**src/rtl/alu_result_collector.sv**
```systemverilog
// ALU result collector: FIFO with registered pop port, level tracking and sticky threshold interrupt.
// Optional running XOR checksum of accepted words enabled by ALU_RESULT_COLLECTOR_CHECKSUM_EN.
module alu_result_collector #(
    parameter int unsigned DEPTH     = 16,
    parameter int unsigned THRESHOLD = 8
) (
    input  logic                     MCLK,
    input  logic                     RST,
    input  logic                     IN_VALID,
    input  logic [31:0]              IN_DATA,
    output logic                     IN_READY,
    input  logic                     RD_EN,
    output logic [31:0]              RD_DATA,
    output logic                     RD_VALID,
    output logic [$clog2(DEPTH):0]   LEVEL,
    input  logic                     INTR_CLR,
    output logic                     INTR,
`ifdef ALU_RESULT_COLLECTOR_CHECKSUM_EN
    output logic [31:0]              CHECKSUM,
`endif
    output logic                     BUSY
);

    localparam int unsigned AW       = $clog2(DEPTH);
    localparam logic [AW:0] DEPTH_L  = (AW+1)'(DEPTH);
    localparam logic [AW:0] THRESH_L = (AW+1)'(THRESHOLD);
    localparam logic [AW:0] LVL_ONE  = (AW+1)'(1);
    localparam logic [AW-1:0] PTR_ONE = AW'(1);

    typedef enum logic [1:0] {
        S_EMPTY,
        S_FILL,
        S_FULL
    } state_t;

    state_t        r_state;
    state_t        w_state_next;
    logic [AW:0]   r_level;
    logic [AW:0]   w_level_next;
    logic [AW-1:0] r_wptr;
    logic [AW-1:0] r_rptr;
    logic [31:0]   r_mem [DEPTH];
    logic [31:0]   r_rd_data;
    logic          r_rd_valid;
    logic          r_intr;
    logic          r_above_q;
    logic          w_full;
    logic          w_push;
    logic          w_pop;
    logic          w_above;
    logic          w_intr_set;

    // Full/empty come from the registered FSM state, so a pop never frees room for a same-cycle push.
    assign w_full     = (r_state == S_FULL);
    assign w_push     = IN_VALID && !w_full;
    assign w_pop      = RD_EN && (r_state != S_EMPTY);
    assign w_above    = (r_level >= THRESH_L);
    assign w_intr_set = w_above && !r_above_q;

    always_comb begin
        w_state_next = r_state;
        w_level_next = r_level;
        if (w_push && !w_pop) begin
            w_level_next = r_level + LVL_ONE;
        end else if (w_pop && !w_push) begin
            w_level_next = r_level - LVL_ONE;
        end
        unique case (r_state)
            S_EMPTY: if (w_push && !w_pop) w_state_next = S_FILL;
            S_FILL: begin
                if (w_push && !w_pop && (r_level == DEPTH_L - LVL_ONE)) w_state_next = S_FULL;
                else if (w_pop && !w_push && (r_level == LVL_ONE))     w_state_next = S_EMPTY;
            end
            S_FULL:  if (w_pop && !w_push) w_state_next = S_FILL;
            default: w_state_next = S_EMPTY;
        endcase
    end

    always_ff @(posedge MCLK) begin
        if (RST) begin
            r_state <= S_EMPTY;
        end else begin
            r_state <= w_state_next;
        end
    end

    always_ff @(posedge MCLK) begin
        if (RST) begin
            r_level    <= '0;
            r_wptr     <= '0;
            r_rptr     <= '0;
            r_rd_data  <= '0;
            r_rd_valid <= 1'b0;
            r_intr     <= 1'b0;
            r_above_q  <= 1'b0;
        end else begin
            r_level    <= w_level_next;
            r_rd_valid <= w_pop;
            r_above_q  <= w_above;
            if (w_push) r_wptr <= r_wptr + PTR_ONE;
            if (w_pop) begin
                r_rptr    <= r_rptr + PTR_ONE;
                r_rd_data <= r_mem[r_rptr];
            end
            // Set takes priority over clear so a crossing is never lost.
            if (w_intr_set)    r_intr <= 1'b1;
            else if (INTR_CLR) r_intr <= 1'b0;
        end
    end

    always_ff @(posedge MCLK) begin
        if (w_push) r_mem[r_wptr] <= IN_DATA;
    end

`ifdef ALU_RESULT_COLLECTOR_CHECKSUM_EN
    logic [31:0] r_checksum;

    always_ff @(posedge MCLK) begin
        if (RST) begin
            r_checksum <= '0;
        end else if (w_push) begin
            r_checksum <= r_checksum ^ IN_DATA;
        end
    end

    assign CHECKSUM = r_checksum;
`endif

    assign IN_READY = !w_full;
    assign RD_DATA  = r_rd_data;
    assign RD_VALID = r_rd_valid;
    assign LEVEL    = r_level;
    assign INTR     = r_intr;
    assign BUSY     = (r_level != '0) || r_rd_valid;

endmodule
```
**config.mk**
```make
export PLATFORM = sky130hd
export DESIGN_NAME = alu_result_collector
export DESIGN_NICKNAME = d
export VERILOG_FILES = /design/src/rtl/alu_result_collector.sv
export SDC_FILE = /design/constraint.sdc
export NUM_CORES = 1
export LEC_CHECK = 0
export ABC_CLOCK_PERIOD_IN_PS = 5250
export CELL_PAD_IN_SITES_DETAIL_PLACEMENT = 1
export CELL_PAD_IN_SITES_GLOBAL_PLACEMENT = 1
export CORE_MARGIN = 5
export CORE_UTILIZATION = 50
export CTS_BUF_LIST = sky130_fd_sc_hd__clkbuf_8
export DETAILED_ROUTE_END_ITERATION = 16
export PLACE_DENSITY = 0.71
export SETUP_SLACK_MARGIN = 0.05
export SLEW_MARGIN = 20
export SYNTH_ARGS = -nofsm -noshare
export SYNTH_HDL_FRONTEND = slang
export SYNTH_SLANG_ARGS = --single-unit
```
**constraint.sdc**
```tcl
create_clock -name MCLK -period 5.25 [get_ports MCLK]
set_input_delay 1.05 -clock MCLK [delete_from_list [all_inputs] [get_ports MCLK]]
set_output_delay 1.05 -clock MCLK [all_outputs]
set_load 0.01 [all_outputs]
```
==> metrics.md <==
| Metric | Value |
|---|---|
| Area share of and/or/nand/nor cells after synthesis | `1.33%` |
| Clock root buffer | `clkbuf_8` |
| Mean post-synth cell area | `22.0 um2` |
| Boundary pin count | `78` |
| Largest fanout of any net on the critical path | `7` |
| Slowest cell on the critical path | `clkdlybuf4s50_1` |
| Setup slack of the critical path after layout | `2.15 ns` |
| Share of the synthesized area in compound gates (AO/OA/AOI/OAI) | `2.94%` |
| Cell row count | `76` |
| Element type at the critical path end | `output pin` |
| Pin count of the biggest net entering global routing | `78` |
| Final setup skew | `0.0280 ns` |
| Cell total after placement | `1611` |
| Number of warnings reported in the yosys synthesis log | `0` |
| Number of remaining DRC errors | `0` |
| Die height | `218 um` |
| TritonRoute pass-1 iters | `5` |
| Hold Path Class | `register to register` |
| Number of buffers created by CTS | `92` |
| Destination of the worst register-to-register timing path | `RD_DATA[21]` |
| Clock sink count | `562` |
| Type of origin of the critical path | `register` |
| Outcome | `finished, final reports clean` |
| Synth Instances | `980` |
| Worst Setup SP | `LEVEL[0]` |
| Post-synthesis xor/xnor area fraction | `0.365%` |
| Non-Filler Instances | `1787` |
| Antenna-violating nets left | `0` |
| Global-route wire length before repair | `71.7 mm` |
| Main flop type after synthesis | `edfxtp_1` |
| Setup Slack @ Placement | `1.68 ns` |
| RSZ-0062 raised after global routing | `no` |
| Layout Nets | `1174` |
| Standby leakage power | `7.91 nW` |
| Worst-case reg-to-reg path depth | `5` |
| Max Fclk | `322 MHz` |
| Routed wirelength normalized by instance count | `26.5 um` |
| Average vias per placed instance | `5.62` |
| Total grt overflow | `0` |
| Layout overhead on the synthesized area | `16.5%` |
| PostCTS Resize Cnt | `0` |
| HPWL after detailed placement | `27.6 mm` |
| RR Startpoint | `r_rptr[1]` |
| Count of final max-slew check failures | `0` |
| Floorplan die area | `47400 um2` |
| Maximum single-stage delay on the critical path | `0.55 ns` |
| CTS clk-pin slew, worst paths | `0.06 ns` |
| Post-CTS setup buffers | `0` |
| Share of synthesized area occupied by flip-flops and latches | `75.9%` |
| R2R Setup Slk | `2.58 ns` |
| Multiplexer share of the synthesized area | `17.2%` |
| Adder and majority gate portion of the synthesized area | `0.638%` |
| Post-synth EDFFs | `512` |
| Global-route usage over all layers | `20.2%` |
| Transition time at the pin with the least slew margin | `1.18 ns` |
| Worst voltage drop across the vdd grid | `211 uV` |
| Main combinational cell family by area after synthesis | `multiplexers` |
| Crit Path Category | `register to output pin` |
| Most frequent cell after synthesis | `edfxtp_1` |
| Most common library cells after synthesis | `edfxtp_1 (512), mux4_2 (122), dfxtp_1 (50)` |
| Worst path buffer plus inverter count | `2` |
| Width of the die | `218 um` |
| Proportion of synthesized flip-flops having asynchronous set or reset | `0%` |
| Core outline area | `42900 um2` |
| Number of port buffers | `77` |
| Synthesized net count | `1028` |
| Antenna violations before repair | `0` |
| PwrDens | `368 nW/um2` |
| Hold-fix buffer count after cts | `0` |
| CTS tree | `yes` |
| Arrival time worst endpoint | `2.05 ns` |
| Number of hold violations in the final report | `0` |
| Clock Latency Late Sink | `0.65 ns` |
| Ratio of cells with drive above 1 in the final layout | `30.1%` |
| Cell Area, Synth | `21600 um2` |
| Tmin final | `3.10 ns` |
| Data required time at the worst endpoint | `4.20 ns` |
| Sequence of cells on the critical path | `inv_1, ha_1, nand4_1, clkdlybuf4s50_1` |
| Buffers from clock root to sink, at most | `3` |
| Count of inserted antenna diode cells | `0` |
| Largest delay share family, worst path | `buffers and inverters` |
| Weighted congestion reported at the end of routability-driven placement | `0.754` |
| Utilization of the core after routing | `58.6%` |
| CTS H-Tree Depth | `3` |
| Detailed-route wire length | `47.4 mm` |
| Final setup fails | `0` |
| Period utilization | `59.1%` |
| 1st-iter DRT viols | `736` |
| Largest area contributor in the synthesized netlist | `edfxtp_1` |
| Area contributors post-synth | `edfxtp_1 (71%), mux4_2 (13%), dfxtp_1 (4.6%)` |
| Initial cell density of the core | `50.3%` |
| Routed via count | `10038` |
| Share of the synthesized area in the top cell type | `71.3%` |
| #FFs+latches synth | `562` |
| Max cap viols | `0` |
| Via count of the first global-routing pass | `11161` |
| Post-synth cell types | `39` |
| Final TNS setup | `0 ns` |
| Critical path depth | `4` |
| Slew margin rel. | `21.6%` |
| Crit path capture | `BUSY` |
==> state kept, by name, indices dropped and copies added (netlist names) <==
signal     count
r_rptr         4
INTR           1
r_mem        512
LEVEL          5
r_wptr         4
r_state        2
RD_DATA       32
r_above_q      1
RD_VALID       1
==> worst min-delay path by stage <==
stage | startpoint | end | slack [ns] | cells past startpoint
after global placement | INTR | INTR | 0.48 | 2
final | RD_DATA[29] | RD_DATA[29] | 0.50 | 2
after CTS | RD_DATA[29] | RD_DATA[29] | 0.51 | 2
after floorplan | r_wptr[1] | r_wptr[1] | 0.48 | 2
after detailed placement | RD_DATA[29] | RD_DATA[29] | 0.49 | 2
after global routing | INTR | INTR | 0.54 | 2
==> metrics by stage <==
stage	hold slack [ns]	power [W]	area (um2)
after floorplan	0.477	0.00545	21600
after global placement	0.477	0.00566	23000
after detailed placement	0.493	0.00568	23200
after CTS	0.508	0.00936	25000
after global routing	0.536	0.00962	25100
final	0.499	0.00925	25100
==> layout make-up <==
type	count	area, um2
fill	3662	17800
clock buffer	112	1540
multi-input combinational	357	4960
clock inverter	58	268
sequential	562	16400
inverter	10	37.5
tap	585	732
timing repair buffer	103	1200
==> tightest hold or removal path, stage by stage (launching register included) <==
cell	delay, ns
dfxtp_1	0.34
a22oi_2	0.07
o21ai_1	0.06
==> report_power, final <==
part           leakage [nW]  switching (W)  total (W)  internal, W
combinational          1.81       0.000293   0.000570     0.000277
clock                  1.07        0.00169    0.00367      0.00198
sequential             5.03      0.0000491    0.00501      0.00496
==> layer usage <==
metal / track usage, % / vias to the layer above / share of wire [%]
met1: 27.4 / 5332 / 41
met3: 3.11 / 81 / 4.3
met4: 6.21 / 0 / 2.2
met5: 0 / - / 0
li1: - / 4390 / -
met2: 34.4 / 235 / 52
==> cell families after synthesis <==
logic type | after synthesis
AND/OR/NAND/NOR | 64
XOR/XNOR | 9
buffers and inverters | 61
AO/OA/AOI/OAI | 80
adder cells (fa/ha/maj) | 11
flip-flops | 562
multiplexers | 193
==> placed cells by master (no fill, tap or decap), types with 16 or more instances in the layout <==
cell	count
edfxtp_1	512
mux4_2	122
clkbuf_8	112
clkdlybuf4s50_1	77
dfxtp_1	47
inv_1	41
o21ai_1	33
mux2i_1	33
mux2_4	28
a22oi_2	28
nor2_1	17
clkinv_2	16
(Power assumes the default switching activity.)
